<file path="config.mk">
export PLATFORM = sky130hd
export DESIGN_NAME = fixed_to_float
export DESIGN_NICKNAME = d
export VERILOG_FILES = /design/src/rtl/fixed_to_float.sv
export SDC_FILE = /design/constraint.sdc
export NUM_CORES = 1
export LEC_CHECK = 0
export CAP_MARGIN = 20
export CORE_MARGIN = 2
export CORE_UTILIZATION = 30
export CTS_CLUSTER_DIAMETER = 80
export DETAILED_ROUTE_END_ITERATION = 12
export SYNTH_ARGS = -nofsm -noshare
export SYNTH_HDL_FRONTEND = slang
export SYNTH_SLANG_ARGS = --single-unit
</file>
<file path="constraint.sdc">
create_clock -name clk -period 5.9 [get_ports clk]
set_clock_uncertainty 0.05 [all_clocks]
set_input_delay 0.59 -clock clk [delete_from_list [all_inputs] [get_ports clk]]
set_output_delay 0.59 -clock clk [all_outputs]
set_load 0.05 [all_outputs]
</file>
<file path="src/rtl/fixed_to_float.sv">
// fixed_to_float
//   Streaming converter from signed two's-complement fixed point to IEEE-754
//   binary32 (FLOAT=1) or binary64 (FLOAT=0), PARALLELISM lanes per beat.
//   Three-stage pipeline (sign/abs, normalize, round/pack) with full
//   valid/ready backpressure and one beat per cycle throughput.
//
// Ports
//   clk       : rising-edge clock
//   rst       : synchronous, active-high reset
//   in_valid  : input beat valid
//   in_ready  : input beat accepted when in_valid && in_ready
//   in_tlast  : last beat of a packet
//   in_mask   : per-lane valid mask; masked lanes produce all-zero results
//   a         : fixed-point operands, signed, FRAC_WIDTH fractional bits
//   out       : float results
//   valid     : output beat valid
//   ready     : downstream ready
//   tlast     : in_tlast of the beat, delayed with its data
//   tkeep     : in_mask of the beat, delayed with its data
module fixed_to_float #(
    parameter int FLOAT       = 1,
    parameter int DATA_WIDTH  = 20,
    parameter int FRAC_WIDTH  = 12,
    parameter int PARALLELISM = 4,
    localparam int OUT_WIDTH  = FLOAT ? 32 : 64
) (
    input  logic                                   clk,
    input  logic                                   rst,
    input  logic                                   in_valid,
    output logic                                   in_ready,
    input  logic                                   in_tlast,
    input  logic [PARALLELISM-1:0]                 in_mask,
    input  logic [PARALLELISM-1:0][DATA_WIDTH-1:0] a,
    output logic [PARALLELISM-1:0][OUT_WIDTH-1:0]  out,
    output logic                                   valid,
    input  logic                                   ready,
    output logic                                   tlast,
    output logic [PARALLELISM-1:0]                 tkeep
);

    localparam int MANT_W = FLOAT ? 23 : 52;
    localparam int EXP_W  = FLOAT ? 8 : 11;
    localparam int BIAS   = FLOAT ? 127 : 1023;
    // Normalized magnitude placed at the top, with room below for the
    // mantissa, the guard bit and at least one sticky bit.
    localparam int EXT_W  = DATA_WIDTH + MANT_W + 2;

    // ------------------------------------------------------------------
    // Pipeline control
    // ------------------------------------------------------------------
    logic v1, v2, v3;
    logic load1, load2, load3;

    assign load3    = !v3 || ready;
    assign load2    = !v2 || load3;
    assign load1    = !v1 || load2;
    assign in_ready = !rst && load1;
    assign valid    = v3;

    // ------------------------------------------------------------------
    // Stage 1: sign and magnitude
    // ------------------------------------------------------------------
    logic                                   last1;
    logic [PARALLELISM-1:0]                 keep1;
    logic [PARALLELISM-1:0]                 sign1;
    logic [PARALLELISM-1:0][DATA_WIDTH-1:0] mag1;
    logic [PARALLELISM-1:0][DATA_WIDTH-1:0] mag_n;

    // Unsigned magnitude: the most-negative input maps to 2^(DATA_WIDTH-1).
    always_comb begin
        for (int unsigned i = 0; i < PARALLELISM; i++) begin
            mag_n[i] = a[i][DATA_WIDTH-1] ? -a[i] : a[i];
        end
    end

    always_ff @(posedge clk) begin
        if (rst) begin
            v1    <= 1'b0;
            last1 <= 1'b0;
            keep1 <= '0;
            sign1 <= '0;
            mag1  <= '0;
        end else if (load1) begin
            v1    <= in_valid;
            last1 <= in_tlast;
            keep1 <= in_mask;
            // A masked lane becomes a zero magnitude, which packs as +0.0.
            for (int unsigned i = 0; i < PARALLELISM; i++) begin
                sign1[i] <= in_mask[i] & a[i][DATA_WIDTH-1];
                mag1[i]  <= in_mask[i] ? mag_n[i] : '0;
            end
        end
    end

    // ------------------------------------------------------------------
    // Stage 2: leading-one detect and normalize
    // ------------------------------------------------------------------
    logic                                   last2;
    logic [PARALLELISM-1:0]                 keep2;
    logic [PARALLELISM-1:0]                 sign2;
    logic [PARALLELISM-1:0][DATA_WIDTH-1:0] norm2;
    logic [PARALLELISM-1:0][EXP_W-1:0]      exp2;
    logic [PARALLELISM-1:0][DATA_WIDTH-1:0] norm_n;
    logic [PARALLELISM-1:0][EXP_W-1:0]      exp_n;

    always_comb begin
        logic [6:0] p;
        for (int unsigned i = 0; i < PARALLELISM; i++) begin
            p = '0;
            for (int unsigned j = 0; j < DATA_WIDTH; j++) begin
                if (mag1[i][j]) p = 7'(j);
            end
            norm_n[i] = mag1[i] << (7'(DATA_WIDTH - 1) - p);
            // Biased exponent; always in the normal range for legal widths.
            exp_n[i]  = EXP_W'(int'(p) - FRAC_WIDTH + BIAS);
        end
    end

    always_ff @(posedge clk) begin
        if (rst) begin
            v2    <= 1'b0;
            last2 <= 1'b0;
            keep2 <= '0;
            sign2 <= '0;
            norm2 <= '0;
            exp2  <= '0;
        end else if (load2) begin
            v2    <= v1;
            last2 <= last1;
            keep2 <= keep1;
            sign2 <= sign1;
            norm2 <= norm_n;
            exp2  <= exp_n;
        end
    end

    // ------------------------------------------------------------------
    // Stage 3: round to nearest even and pack
    // ------------------------------------------------------------------
    logic [PARALLELISM-1:0][OUT_WIDTH-1:0] res_n;

    always_comb begin
        logic [EXT_W-1:0]  ext;
        logic [MANT_W-1:0] mant;
        logic              guard;
        logic              sticky;
        logic              round_up;
        logic [MANT_W:0]   sum;
        logic [EXP_W-1:0]  exp_f;
        for (int unsigned i = 0; i < PARALLELISM; i++) begin
            ext = '0;
            ext[EXT_W-1 -: DATA_WIDTH] = norm2[i];
            mant     = ext[EXT_W-2 -: MANT_W];
            guard    = ext[EXT_W-2-MANT_W];
            // Round and sticky folded together: any set bit below guard.
            sticky   = |ext[EXT_W-3-MANT_W:0];
            round_up = guard & (sticky | mant[0]);
            sum      = {1'b0, mant} + (MANT_W+1)'(round_up);
            // Carry-out leaves the mantissa bits zero; bump the exponent.
            exp_f    = exp2[i] + EXP_W'(sum[MANT_W]);
            // Top bit of a normalized value is clear only for zero.
            res_n[i] = ext[EXT_W-1] ? {sign2[i], exp_f, sum[MANT_W-1:0]} : '0;
        end
    end

    always_ff @(posedge clk) begin
        if (rst) begin
            v3    <= 1'b0;
            tlast <= 1'b0;
            tkeep <= '0;
            out   <= '0;
        end else if (load3) begin
            v3    <= v2;
            tlast <= last2;
            tkeep <= keep2;
            out   <= res_n;
        end
    end

endmodule

</file>
* Word-level counts from Yosys, hierarchy flattened
Index checks and enable logic that the tools add are counted.
** Operators by class
- Mux-type cells :: 88
- $add $sub $neg :: 16
- Reductions and logical operators :: 8
- Bitwise operators :: 4
- Shift operators :: 4
** Operator list (number)
- two-way mux 7 bit :: 72
- two-way mux 20 bit :: 8
- two-way mux 32 bit :: 4
- negation 20 bit :: 4
- << shifter 20 x 7 -> 20 bit :: 4
- adder 8 bit (second input constant) :: 4
- subtractor 7 x 4 -> 8 bit (second input constant) :: 4
- subtractor 5 x 7 -> 7 bit (first input constant) :: 4
- bitwise AND 1 bit :: 4
- logical NOT 1 bit :: 4
- two-way mux 1 bit :: 4
- logical OR 1 bit :: 3
- logical AND 1 bit :: 1
** Word-level totals
- Output and inout bits :: 135
- Register bits after elaboration :: 346
- Logic and storage cells :: 147

* Longest topological paths before layout
- Depth in word-level cells :: 21
- Mapped depth :: 16
- Depth with buffers taken out :: 13

* Worst setup path after synthesis
Ideal clock, no wire load.
- Path kind :: flip-flop to flip-flop
- Start :: reg mag1[4] in the netlist's numbering
- End :: reg norm2[17] in the netlist's numbering
- Arrival time :: 3.313 ns
- Buffers on the path :: 3
- Setup slack :: 2.423 ns
- Data required time :: 5.735 ns
- Cell stages (with the launch flop) :: 16
- Period minus slack after synthesis :: 3.477 ns
- Setup time :: 0.115 ns
- Cell sequence :: dfxtp_1 > or4_1 > a21bo_2 > and2_0 > clkbuf_1 > inv_1 > buf_1 > ha_1 > inv_1 > ha_1 > clkbuf_1 > nor2_1 > nand3_1 > nor2_1 > a221oi_1 > a2111oi_0
** Between the ends
- Longest elaborated chain between the ends :: 18
** RTL lines
- from (decl) :: RTL line 66 : logic [PARALLELISM-1:0][DATA_WIDTH-1:0] mag1;
- from (signal, indexed assignment) :: RTL line 90 : mag1[i] <= in_mask[i] ? mag_n[i] : '0;
- two-way mux 7 bit (16 in series) :: RTL line 111 : if (mag1[i][j]) p = 7'(j);
- subtractor 5 x 7 -> 7 bit :: RTL line 113 : norm_n[i] = mag1[i] << (7'(DATA_WIDTH - 1) - p);
- << shifter 20 x 7 -> 20 bit (*) :: RTL line 113
- to (signal assigned) :: RTL line 132 : norm2 <= norm_n;
- to (decl) :: RTL line 101 : logic [PARALLELISM-1:0][DATA_WIDTH-1:0] norm2;
Every way passes the cells marked *; elsewhere a longest branch is shown, timed or not.
A chain may end at the register's enable or synchronous reset.

* Worst setup path in the final report
- Start :: reg mag1[19] in the netlist's numbering
- End :: reg norm2[19] in the netlist's numbering
** Between the ends
- Longest elaborated chain between the ends :: 3
** RTL lines (RTL line)
- two-way mux 7 bit :: 111
- subtractor 5 x 7 -> 7 bit :: 113
- << shifter 20 x 7 -> 20 bit (*) :: 113
Marks and branches as above.

==> flow_summary.yaml <==
sta:
  tightest_slew_ns: 1.148
  finalCritPeriodShare: 0.7357
  whs_ns: 0.3617
  finalCriticalPeriod_ns: 4.341
  maxSlewHeadroom: 0.2276
  fin_setup_tns_ns: 0
  rsz0062_at_grt: "no"
  finalSetupViolCount: 0
  final_max_slew_viol_count: 0
  setup_ws_ns: 1.559
  fmax_mhz: 230.4
  hold_violations: 0
setup_path:
  worst-path-buf-inv: 3
  crit_chain: "nor4_1 -> and2_0 -> buf_4 -> inv_1 -> ha_1 -> inv_1 -> ha_1 -> nor2_1 -> and2_1 -> a221o_1 -> o221a_2"
  cp-start-kind: "flip-flop"
  worst-setup-path-type: "flip-flop to flip-flop"
  crit_slowest_cell: "nor4_1"
  path_max_fanout: 18
  path_delay_family: "simple AND/OR/NAND/NOR gates"
  critPathMaxStageDelay_ns: 0.88
  worstSetupEndpointType: "flip-flop"
  crit_arrival_ns: 4.74
  worstPathRequired_ns: 6.30
pwr:
  vdd_drop_max_mv: 0.2184
  power.total_mw: 6.600
  switchingPower_mw: 2.171
  clockPowerShare: 0.369
  internal_power_mw: 4.428
  swShare: 0.3290
  p_per_area_mw_per_mm2: 305.5
  seq_power_share: 0.386
  leakagePower_nw: 7.674
  power_frac_comb: 0.245
global_routing:
  grt_pass1_wl_um: 88980
  grt.overflow.total: 0
  antenna_found_initial: 0
  grt_max_degree: 89
  grt_pass1_vias: 16060
  track_usage: 0.1795
layout:
  instances_no_fill: 3173
  nNetsFinal: 2480
  synthToLayoutAreaGrowth_pct: 21.68
  multiInputGateArea_sq_mm: 0.01020
  layout-drive-gt1-share: 0.06125
  final-seq-area_sq_mm: 0.006606
  insertedDiodeCount: 0
  final_core_util: 0.3674
  filler_cell_count: 6122
  stdcell_area_sq_mm: 0.02160
floorplan:
  dieHeight_um: 247.3
  start_util: 0.3020
  dieArea_sq_mm: 0.06114
  rows: 89
  design.core.area_sq_mm: 0.05880
  fp.dieW_um: 247.3
  ioPinCount: 224
clock_network:
  cts_tree: "built"
  cts_resized: 0
  cts.clk_slew.worst_paths_ns: 0.06
  h-tree-depth: 2
  cts_buffer_depth: 3
  post_cts_buffers: 0
  cts_sinks: 330
  numCtsBuffers: 39
  cts_root_buf: "clkbuf_16"
  cts.hold.buffers_added: 0
  clk_latency_ns: 0.56
place:
  placed_cell_area_sq_mm: 0.02026
  port_buffers: 207
  gp_congestion: 0.9124
  place_inst: 3100
  dp_worst_setup_slack_ns: 1.658
  dp_hpwl_um: 40470
route:
  via_per_inst: 5.358
  drtIter0Drc: 1257
  drc: 0
  wl_per_cell_um: 17.78
  routed_wl_um: 56400
  via_count: 17000
  ant_nets: 0
  dr.pass1.iters: 6
outcome:
  status: "finished, final reports clean"
yosys:
  synthesis.instances: 2275
  ys_ff_latch: 330
  synth-adder-area-share: 0.01409
  synth_top_family_by_area: "compound AO/OA/AOI/OAI gates"
  synth_top_area_share: 0.3721
  netlist_area_sq_mm: 0.01775
  syn_area_per_cell_sq_um: 7.804
  synth_edf_count: 0
  ys_types: 82
  synth_xor_area_frac: 0.03897
  synth-compound-area-share: 0.2354
  yosysWarnings: 0
  yosys.area_share.simple: 0.2181
  yosysSeqAreaShare: 0.3721
  synth_top_area_cell: "dfxtp_1"
  synth_async_sr_flop_share: 0
  synth.top_cells.by_area: "dfxtp_1, a21oi_1, nand2_1, mux2i_1, nand3_1"
  muxShareOfSynthArea: 0.06131
  synth_ff_type: "dfxtp_1"
worst_hold_path:
  hold_class: "primary input to flip-flop"
job:
  cap_viol_max_count: 0
==> synth_stat cells (6+ instances only) <==
| library cell | instances |
|---|---|
| a211oi_1 | 34 |
| a211o_1 | 9 |
| nand3_1 | 169 |
| a32o_1 | 8 |
| mux2_2 | 14 |
| buf_4 | 17 |
| a22oi_1 | 84 |
| a21oi_1 | 232 |
| clkbuf_1 | 143 |
| nor3_1 | 41 |
| or3_1 | 10 |
| o41ai_1 | 13 |
| and2_1 | 9 |
| dfxtp_1 | 330 |
| mux2i_1 | 93 |
| buf_2 | 16 |
| buf_1 | 15 |
| a31oi_1 | 9 |
| o22ai_1 | 7 |
| nor4_1 | 31 |
| o31ai_1 | 34 |
| or4_1 | 10 |
| nor2b_1 | 18 |
| xnor2_1 | 73 |
| ha_1 | 20 |
| o311ai_0 | 7 |
| nand2b_1 | 25 |
| o31a_1 | 6 |
| o21ai_0 | 76 |
| xor2_1 | 6 |
| nand2_1 | 299 |
| nor2_1 | 202 |
| a21o_1 | 7 |
| o211ai_1 | 23 |
| inv_1 | 58 |
| and3_1 | 12 |
| a32oi_1 | 15 |
==> layout by cell type (no fill, tap or decap), drive strengths merged, types with 7 or more instances in the layout <==
| master | Yosys | layout |
|---|---|---|
| a211o | 9 | 9 |
| a211oi | 34 | 34 |
| a21o | 7 | 7 |
| a21oi | 233 | 233 |
| a22oi | 86 | 86 |
| a31oi | 9 | 9 |
| a32o | 8 | 8 |
| a32oi | 15 | 15 |
| and2 | 10 | 10 |
| and3 | 12 | 12 |
| buf | 50 | 28 |
| clkbuf | 144 | 53 |
| clkdlybuf4s50 | 0 | 206 |
| clkinv | 3 | 13 |
| conb | 1 | 16 |
| dfxtp | 330 | 330 |
| ha | 20 | 20 |
| inv | 59 | 62 |
| mux2 | 14 | 14 |
| mux2i | 93 | 93 |
| nand2 | 299 | 299 |
| nand2b | 25 | 25 |
| nand3 | 169 | 169 |
| nor2 | 203 | 203 |
| nor2b | 18 | 18 |
| nor3 | 41 | 41 |
| nor4 | 31 | 31 |
| o211ai | 23 | 23 |
| o21ai | 78 | 78 |
| o22ai | 7 | 7 |
| o311ai | 7 | 7 |
| o31ai | 36 | 36 |
| o41ai | 13 | 13 |
| or3 | 12 | 12 |
| or4 | 15 | 15 |
| xnor2 | 73 | 73 |
==> power by group through the flow <==
stage / sequential, mW / combinational [mW] / clock, mW
final: 2.55 / 1.62 / 2.43
after global routing: 2.57 / 1.77 / 2.57
after CTS: 2.56 / 1.59 / 2.49
after detailed placement: 2.60 / 1.58 / 0
after global placement: 2.60 / 1.58 / 0
after floorplan: 2.55 / 1.16 / 0
==> state kept, by name, indices dropped and copies added (netlist names) <==
signal and count:
mag1 80, tkeep 4, tlast 1, exp2 32, out 112, last1 1
norm2 80, v2 1, keep1 4, sign2 4, last2 1, keep2 4
v1 1, sign1 4, valid 1
==> routing by layer <==
layer / wire (um) / GRT usage / share of wire / vias up
met2: 25530 / 0.2875 / 0.45 / 448
met5: 0 / 0 / 0 / -
li1: - / - / - / 8350
met4: 1078 / 0.04509 / 0.019 / 0
met1: 26830 / 0.2505 / 0.48 / 8134
met3: 2958 / 0.02822 / 0.052 / 70
==> path summary, 6_finish.rpt <==
kind	startpoint	to	slack, ns	depth (start not counted)
setup reg to reg	mag1[19]$_SDFFE_PP0N_	norm2[19]$_SDFFE_PP0P_	1.56	11
hold / removal	rst	mag1[73]$_SDFFE_PP0N_	0.36	2
hold reg to reg	out[46]$_SDFFE_PP0P_	out[46]$_SDFFE_PP0P_	0.40	2
setup / recovery	mag1[19]$_SDFFE_PP0N_	norm2[19]$_SDFFE_PP0P_	1.56	11
==> cell type report <==
| class | instances | area share |
|---|---|---|
| well taps | 773 | 0.04477 |
| inverters | 62 | 0.01077 |
| multi-input cells | 1704 | 0.4720 |
| flip-flops and latches | 330 | 0.3058 |
| repair buffers | 234 | 0.1070 |
| clock inverters | 17 | 0.007355 |
| clock buffers | 53 | 0.05235 |
==> cells by family (layout without fill, tap and decap cells) <==
| logic type | Yosys count | count (layout) |
|---|---|---|
| AOI/OAI and AO/OA | 631 | 631 |
| xor gates and xnor gates | 79 | 79 |
| adders and majority gates | 20 | 20 |
| buffers and inverters | 256 | 366 |
| DFF | 330 | 330 |
| muxes | 107 | 107 |
| other | 1 | 16 |
| and+or+nand+nor | 851 | 851 |
No activity file was read; power rests on OpenSTA's default activity.
==> patch, RTL diff (same flow settings) <==
`DATA_WIDTH`: 20 -> 30.
--- a/src/rtl/fixed_to_float.sv
+++ b/src/rtl/fixed_to_float.sv
@@ -20,5 +20,5 @@
 module fixed_to_float #(
     parameter int FLOAT       = 1,
-    parameter int DATA_WIDTH  = 20,
+    parameter int DATA_WIDTH  = 30,
     parameter int FRAC_WIDTH  = 12,
     parameter int PARALLELISM = 4,
Ports: changed (resized a); port bits go from 224 to 264. The function was not compared with the original's and may differ.
==> patch against the original RTL <==
  * Total power grew 63%
  * Maximum frequency is 7.9% lower
  * Sequential power grew 40%
  * Final area grew 55%
  * Synthesized cell count is 53% higher
  * First-iteration DRC count up 130%
  * Routed wire length up 84%
  * Area after synthesis is 59% higher
  * Cell count increased by 53%
  * Critical path depth rose by 1
  * Sequential cell count rose by 96
  * Setup slack worse by 0.37 ns
  * Critical path type unchanged
==> patch: results (changes against the original RTL) <==
The logic depth of the worst register-to-register path came out at 12 (+1). The clock network contribution to total cell area is 5.48% (-0.49 points). The minimum hold slack came to 0.379 ns (+0.0171 ns).

By count the netlist is led by sky130_fd_sc_hd__dfxtp_1, sky130_fd_sc_hd__nand2_1, sky130_fd_sc_hd__nor2_1, sky130_fd_sc_hd__o21ai_0, sky130_fd_sc_hd__nand3_1. The count of clock buffers in the final design came out at 73 (+38%). The largest net degree at the start of global routing was 126 (+42%).

The count of multi-input gates was 2706 (+59%). The total placed cells including tap cells came out at 4767 (+54%). The slew at the pin with the worst max-slew slack came out at 1.25 ns (+0.0974 ns). The sum of met2 wire segment lengths after detailed routing is 44.2 mm (+73%). The peak supply drop is 0.199 mV (-8.9%). The global placement routability congestion is 0.924 (+1.2%). The delay of the slowest cell on the worst path came out at 1.09 ns (+0.21 ns). The run finished with clean final reports.

The number of filler instances in the final layout came out at 9714 (+59%). The number of antenna violations at the first check in global routing came out at 2 (+2). The number of global-route vias before repair is 25500 (+59%). The critical-path maximum fanout came out at 16 (-2). The count of inverters not on the clock network in the layout came to 76 (+23%). The average cell area after synthesis is 8.11 µm² (+3.9%). The diode insertion count for antenna repair came out at 1 (+1). In the final layout, the registers with the most flip-flops are out: 128 flops, mag1: 120 flops, norm2: 120 flops.

The placed standard-cell area came out at 31600 µm² (+56%). The data-path buffer share of cell area in the final layout came to 9.08% (-1.6 points). The worst slack at placement is 1.36 ns (-0.296 ns). The data arrival time of the critical path came out at 5.18 ns (+0.44 ns). The combined area of the multi-input logic cells came to 18200 µm² (+78%).

The global router's overall resource usage is 20.9% (+2.9 points). The footprint of the flip-flops and latches came to 8530 µm² (+29%).
## patch: cell count changes after synthesis, moves of 73 or more
cell,unedited run,this run
sky130_fd_sc_hd__xnor2_1,73,153
sky130_fd_sc_hd__o21ai_0,76,191
sky130_fd_sc_hd__a22oi_1,84,157
sky130_fd_sc_hd__nand2_1,299,384
sky130_fd_sc_hd__nor2_1,202,325
sky130_fd_sc_hd__dfxtp_1,330,426
## patch: power groups by stage
stage	registers, mW	clock network [mW]	logic [mW]
floorplan	3.55	0	2.62
global placement	3.62	0	3.69
detailed placement	3.63	0	3.67
CTS	3.57	3.49	3.69
global route	3.62	3.62	4.04
finish	3.58	3.41	3.77
## patch: routing by layer
layer | track usage, % | vias to the layer above
met5 | 0 | -
met4 | 4.46 | 2
met3 | 3.41 | 125
met2 | 31.3 | 1086
met1 | 31.2 | 13300
li1 | - | 13100
